File: config.mk
export PLATFORM = sky130hd
export DESIGN_NAME = instruction_queue
export DESIGN_NICKNAME = d
export VERILOG_FILES = /design/src/rtl/instruction_queue_pkg.sv /design/src/rtl/instruction_queue.sv
export SDC_FILE = /design/constraint.sdc
export NUM_CORES = 1
export LEC_CHECK = 0
export BUFFER_PORTS_ARGS = -buffer_cell sky130_fd_sc_hd__buf_2
export CAP_MARGIN = 20
export CORE_MARGIN = 2
export CORE_UTILIZATION = 35
export DETAILED_ROUTE_END_ITERATION = 7
export PLACE_DENSITY_LB_ADDON = 0.05
export SYNTH_ARGS = -nofsm -noshare
export SYNTH_HDL_FRONTEND = slang
export SYNTH_SLANG_ARGS = --single-unit
File: constraint.sdc
create_clock -name clk -period 12.1 [get_ports clk]
set_input_delay 2.42 -clock clk [delete_from_list [all_inputs] [get_ports clk]]
set_output_delay 2.42 -clock clk [all_outputs]
set_load 0.01 [all_outputs]
File: src/rtl/instruction_queue_pkg.sv
// Shared CPU front-end types: the {PC, instruction} pair carried from fetch to decode.
package instruction_queue_pkg;

  localparam int IQ_DEPTH_DEFAULT = 8;

  typedef struct packed {
    logic [31:0] pc;
    logic [31:0] instr;
  } iq_entry_t;

endpackage

File: src/rtl/instruction_queue.sv
// Circular FIFO of fetched {PC, instruction} pairs; the oldest entry is presented to decode.
// A flush from fetch empties the queue on every cycle it is held.
module instruction_queue
  import instruction_queue_pkg::*;
#(
  parameter int DEPTH   = IQ_DEPTH_DEFAULT,
  parameter int RESERVE = 0
) (
  input  logic                       clk,
  input  logic                       rst,
  input  logic                       load_iq_fetch,
  input  logic [31:0]                pc_in,
  input  logic [31:0]                instr_in,
  input  logic                       flush_iq_fetch,
  output logic                       iq_really_full,
  output logic                       iq_valid,
  output logic [31:0]                iq_pc,
  output logic [31:0]                iq_instr,
  input  logic                       iq_deq,
  output logic [$clog2(DEPTH):0]     iq_count
);

  localparam int PTR_W = $clog2(DEPTH);
  localparam int CNT_W = PTR_W + 1;
  localparam logic [CNT_W-1:0] FULL_AT  = CNT_W'(DEPTH - RESERVE);
  localparam logic [CNT_W-1:0] DEPTH_C  = CNT_W'(DEPTH);

  iq_entry_t        mem [DEPTH];
  iq_entry_t        head_entry;
  logic [PTR_W-1:0] head;
  logic [PTR_W-1:0] tail;
  logic [PTR_W-1:0] ptr_diff;
  logic [CNT_W-1:0] count;
  logic             enq;
  logic             deq;

  // Full depends on count alone so fetch can use it without a loop through load/deq.
  assign iq_really_full = (count >= FULL_AT);
  assign iq_valid       = (count != '0);
  assign iq_count       = count;
  assign enq            = load_iq_fetch & ~iq_really_full;
  assign deq            = iq_deq & iq_valid;
  assign ptr_diff       = tail - head;

  always_ff @(posedge clk) begin
    if (rst || flush_iq_fetch) begin
      head  <= '0;
      tail  <= '0;
      count <= '0;
    end else begin
      if (enq) tail <= tail + PTR_W'(1);
      if (deq) head <= head + PTR_W'(1);
      unique case ({enq, deq})
        2'b10:   count <= count + CNT_W'(1);
        2'b01:   count <= count - CNT_W'(1);
        default: count <= count;
      endcase
    end
  end

  // Storage carries no reset; a flushed or reset cycle must not write a stale slot.
  always_ff @(posedge clk) begin
    if (enq && !flush_iq_fetch && !rst) begin
      mem[tail] <= '{pc: pc_in, instr: instr_in};
    end
  end

  always_comb begin
    head_entry = mem[head];
    iq_pc      = '0;
    iq_instr   = '0;
    if (iq_valid) begin
      iq_pc    = head_entry.pc;
      iq_instr = head_entry.instr;
    end
  end

  a_count_bound: assert property (@(posedge clk) disable iff (rst) count <= DEPTH_C);
  a_no_enq_full: assert property (@(posedge clk) disable iff (rst) !(enq && count == DEPTH_C));
  a_ptr_count:   assert property (@(posedge clk) disable iff (rst) ptr_diff == count[PTR_W-1:0]);

endmodule

==> impl_metrics.py <==
metrics = {
    "yosys": {
        "synth_enable_flop_cells": 512,
        "synth_cells": 887,
        "synth_area_per_cell_um2": 22.58,
        "cell_type_contributing_the_most_total_cell_area_after_synthesis": "sky130_fd_sc_hd__edfxtp_1",
        "fraction_of_the_mapped_netlist_area_in_compound_gates_pct": 0.2062,
        "post_synth_mux_area_share_pct": 17.74,
        "post_synth_main_area_contributors": "sky130_fd_sc_hd__edfxtp_1, sky130_fd_sc_hd__mux4_2, sky130_fd_sc_hd__mux2i_1, sky130_fd_sc_hd__nor2_1, sky130_fd_sc_hd__dfxtp_1",
        "syn-num-nets": 961,
        "synth_top_flop_cell": "sky130_fd_sc_hd__edfxtp_1",
        "total_of_flip_flops_plus_latches_after_synthesis": 525,
        "synth.lib_cells_used.distinct": 28,
        "main_combinational_cell_family_by_area_after_synthesis": "multiplexers",
        "synth_async_sr_flop_share_pct": 0,
        "synth-adder-area-share_pct": 0.3124,
        "yosys.area_share.simple_pct": 2.093,
        "yosysSeqAreaShare_pct": 78.08,
        "post_synth_design_cell_area_mm2": 0.02003,
        "yosysTopAreaCellShare_pct": 76.78,
        "yosys.area_share.xor_xnor_pct": 0.3062,
        "synth_warn": 0,
    },
    "placed_design": {
        "buffer_ports.inserted": 138,
        "hpwl_um": 22750,
        "gp_routability_congestion": 0.6603,
    },
    "detailed_routing": {
        "detail_route.drc_violations": 0,
        "routedWlPerCell_um": 24.39,
        "route.vias.total": 9200,
        "wl_um": 45490,
        "ant_nets": 0,
        "drtPass1Iterations": 4,
        "via_per_inst": 4.933,
        "drt_first_iter_violations": 573,
    },
    "sta": {
        "slew_violations": 0,
        "tns_ns": 0,
        "fin_crit_sh_pct": 52.25,
        "final_setup_vio_count": 0,
        "maximum_operating_frequency_ghz": 0.1582,
        "hold_viol_final": 0,
        "rsz0062_at_grt": "false",
        "slew-limit-headroom_pct": 28.90,
        "finalWorstPathRequiredPeriod_ns": 6.322,
        "clock-skew-final_ns": 0.01728,
        "tightest_slew_ns": 1.066,
    },
    "power_and_ir_drop": {
        "switching_share_pct": 20.51,
        "share_seq_of_total_power_pct": 52.7,
        "worst_vdd_rail_ir_drop_mv": 0.1083,
        "power_frac_clock_pct": 43.9,
        "static-leakage-power_nw": 7.373,
        "switching_power_mw": 0.7821,
        "p_per_area_mw_per_mm2": 162.5,
        "power_frac_comb_pct": 3.4,
        "p_total_mw": 3.814,
        "cellInternalPower_mw": 3.032,
    },
    "cells_and_area": {
        "layout_commonest_cell": "sky130_fd_sc_hd__edfxtp_1",
        "num-fill-cells": 5021,
        "nNetsFinal": 1135,
        "post_route_cells_drive_above_1_share_pct": 33.88,
        "area_growth_pct": 17.16,
        "mostFrequentLayoutCells": "sky130_fd_sc_hd__edfxtp_1, sky130_fd_sc_hd__buf_2, sky130_fd_sc_hd__mux4_2, sky130_fd_sc_hd__nor2_1, sky130_fd_sc_hd__mux2i_1",
    },
    "hold_path": {
        "min_path_cells": 2,
        "min_path_type": "register to register",
    },
    "clocking": {
        "worst_skew_pair.late_latency_ns": 0.61,
        "cts_setup_buffers": 0,
        "cts.htree.levels": 2,
        "hold_buffer_count_at_cts": 0,
        "number_of_clock_sinks_seen_by_cts": 525,
        "cts_buffers": 58,
        "cts_root_buf": "sky130_fd_sc_hd__clkbuf_16",
        "cts_tree": "done",
        "cts.clk_slew.worst_paths_ns": 0.06,
        "cts.path.max_buffers": 3,
        "postCtsResizedCells": 0,
    },
    "critical_path": {
        "critical-path-top-cell-by-count": "sky130_fd_sc_hd__buf_4",
        "worst-endpoint-required_ns": 9.68,
        "cp_data_arrival_time_ns": 3.90,
        "critical_path.cell_chain": "buf_4 -> buf_4 -> mux4_2 -> mux2i_1 -> nor2_1 -> buf_2",
        "worstSetupEndpointType": "primary output",
        "cpMaxStageDelayCell": "sky130_fd_sc_hd__buf_4",
        "critical_path.max_fanout": 61,
        "max_stage_delay_ns": 0.89,
        "setup_cp_type": "register to primary output",
        "timing.critical_path.from_type": "register",
        "ff2ff_path_depth": 6,
    },
    "global_route": {
        "grt_pass1_vias": 10090,
        "grt_antenna_before_repair": 5,
        "grt_pass1_wl_um": 67920,
        "gr-total-overflow": 0,
        "grt_usage_pct": 15.66,
        "grt_max_degree": 105,
    },
    "floorplan": {
        "die_height_um": 243.2,
        "floorplan.initialDensity_pct": 35.45,
        "dieWidth_um": 243.2,
        "core_region_area_mm2": 0.05650,
        "rows": 87,
        "floorplan.die_area_mm2": 0.05914,
        "io-pin-count": 139,
    },
    "job": {
        "max_cap_violations": 0,
    },
    "status": {
        "status": "complete, no violations",
    },
}
==> synth_stat cells (all sizes together) (2+ instances only) <==
library cell	n
a21oi	3
buf	36
clkbuf	9
dfxtp	13
edfxtp	512
ha	5
inv	2
mux2i	67
mux4	128
nand2	6
nand2b	3
nand3	2
nor2	80
nor3	2
o21ai	2
or3	3
xnor2	2
xor2	5
==> per-layer routing <==
layer	track usage [%]	wire length (um)	vias to the layer above
met1	21.41	20710	4942
met4	3.591	737	6
met5	0	39	-
li1	-	-	4028
met3	3.560	1942	60
met2	25.57	22070	164
==> final timing paths <==
kind                       startpoint              endpoint  slack, ns
max                          register             iq_pc[27]       5.78
min              head[2]$_SDFFE_PP0P_  head[2]$_SDFFE_PP0P_       0.53
max reg2reg  iq_count[3]$_SDFFE_PP0P_   mem[4][6]$_DFFE_PP_       8.97
min reg2reg      head[2]$_SDFFE_PP0P_  head[2]$_SDFFE_PP0P_       0.53
==> critical path: cells and delay by family (launching register included) <==
kind | cells | cell delay (ns)
buf+inv | 3 | 1.69
mux | 2 | 0.84
flops | 1 | 0.60
simple gates | 1 | 0.09
==> flip-flops by register name, indices dropped and copies added (netlist names), named ones only <==
| signal | cells |
|---|---|
| tail | 3 |
| head | 3 |
| mem | 512 |
| iq_count | 4 |
==> power groups by stage <==
stage	registers, mW	logic, mW	clock network (mW)
after floorplan	2.05	0.0657	0
after global placement	2.05	0.134	0
after detailed placement	2.05	0.134	0
after CTS	2.01	0.135	1.73
after global routing	2.01	0.144	1.81
final	2.01	0.130	1.67
==> per-stage QoR <==
stage	utilization (%)	setup slack, ns	instance area [um^2]	hold WS (ns)	instances
5_1_grt	41.52	5.516	23460	0.5874	1863
6_report	41.53	5.778	23460	0.5321	1865
3_3_place_gp	38.34	6.309	21660	0.5222	1757
3_5_place_dp	38.34	6.342	21660	0.5189	1757
4_1_cts	41.52	5.674	23460	0.5418	1863
2_1_floorplan	-	3.987	20030	0.4847	887
==> logic make-up (layout without fill, tap and decap cells) <==
group	Yosys count	in the layout
buffers and inverters	47	267
AO/OA/AOI/OAI	7	7
other	0	2
flip-flops	525	525
multiplexers	195	195
adder cells (fa/ha/maj)	5	5
XOR/XNOR	7	7
AND/OR/NAND/NOR	101	101
==> area by class of cell <==
cell class / count / area [um^2] / area share, %
Antenna cell: 2 / 5.005 / 0.02133
Timing Repair Buffer: 159 / 860.8 / 3.669
Clock inverter: 29 / 251.5 / 1.072
Inverter: 2 / 7.507 / 0.03200
Clock buffer: 77 / 1544 / 6.581
Multi-Input combinational cell: 315 / 4202 / 17.91
Tap cell: 756 / 945.9 / 4.032
Sequential cell: 525 / 15650 / 66.69
(Power assumes the default switching activity.)
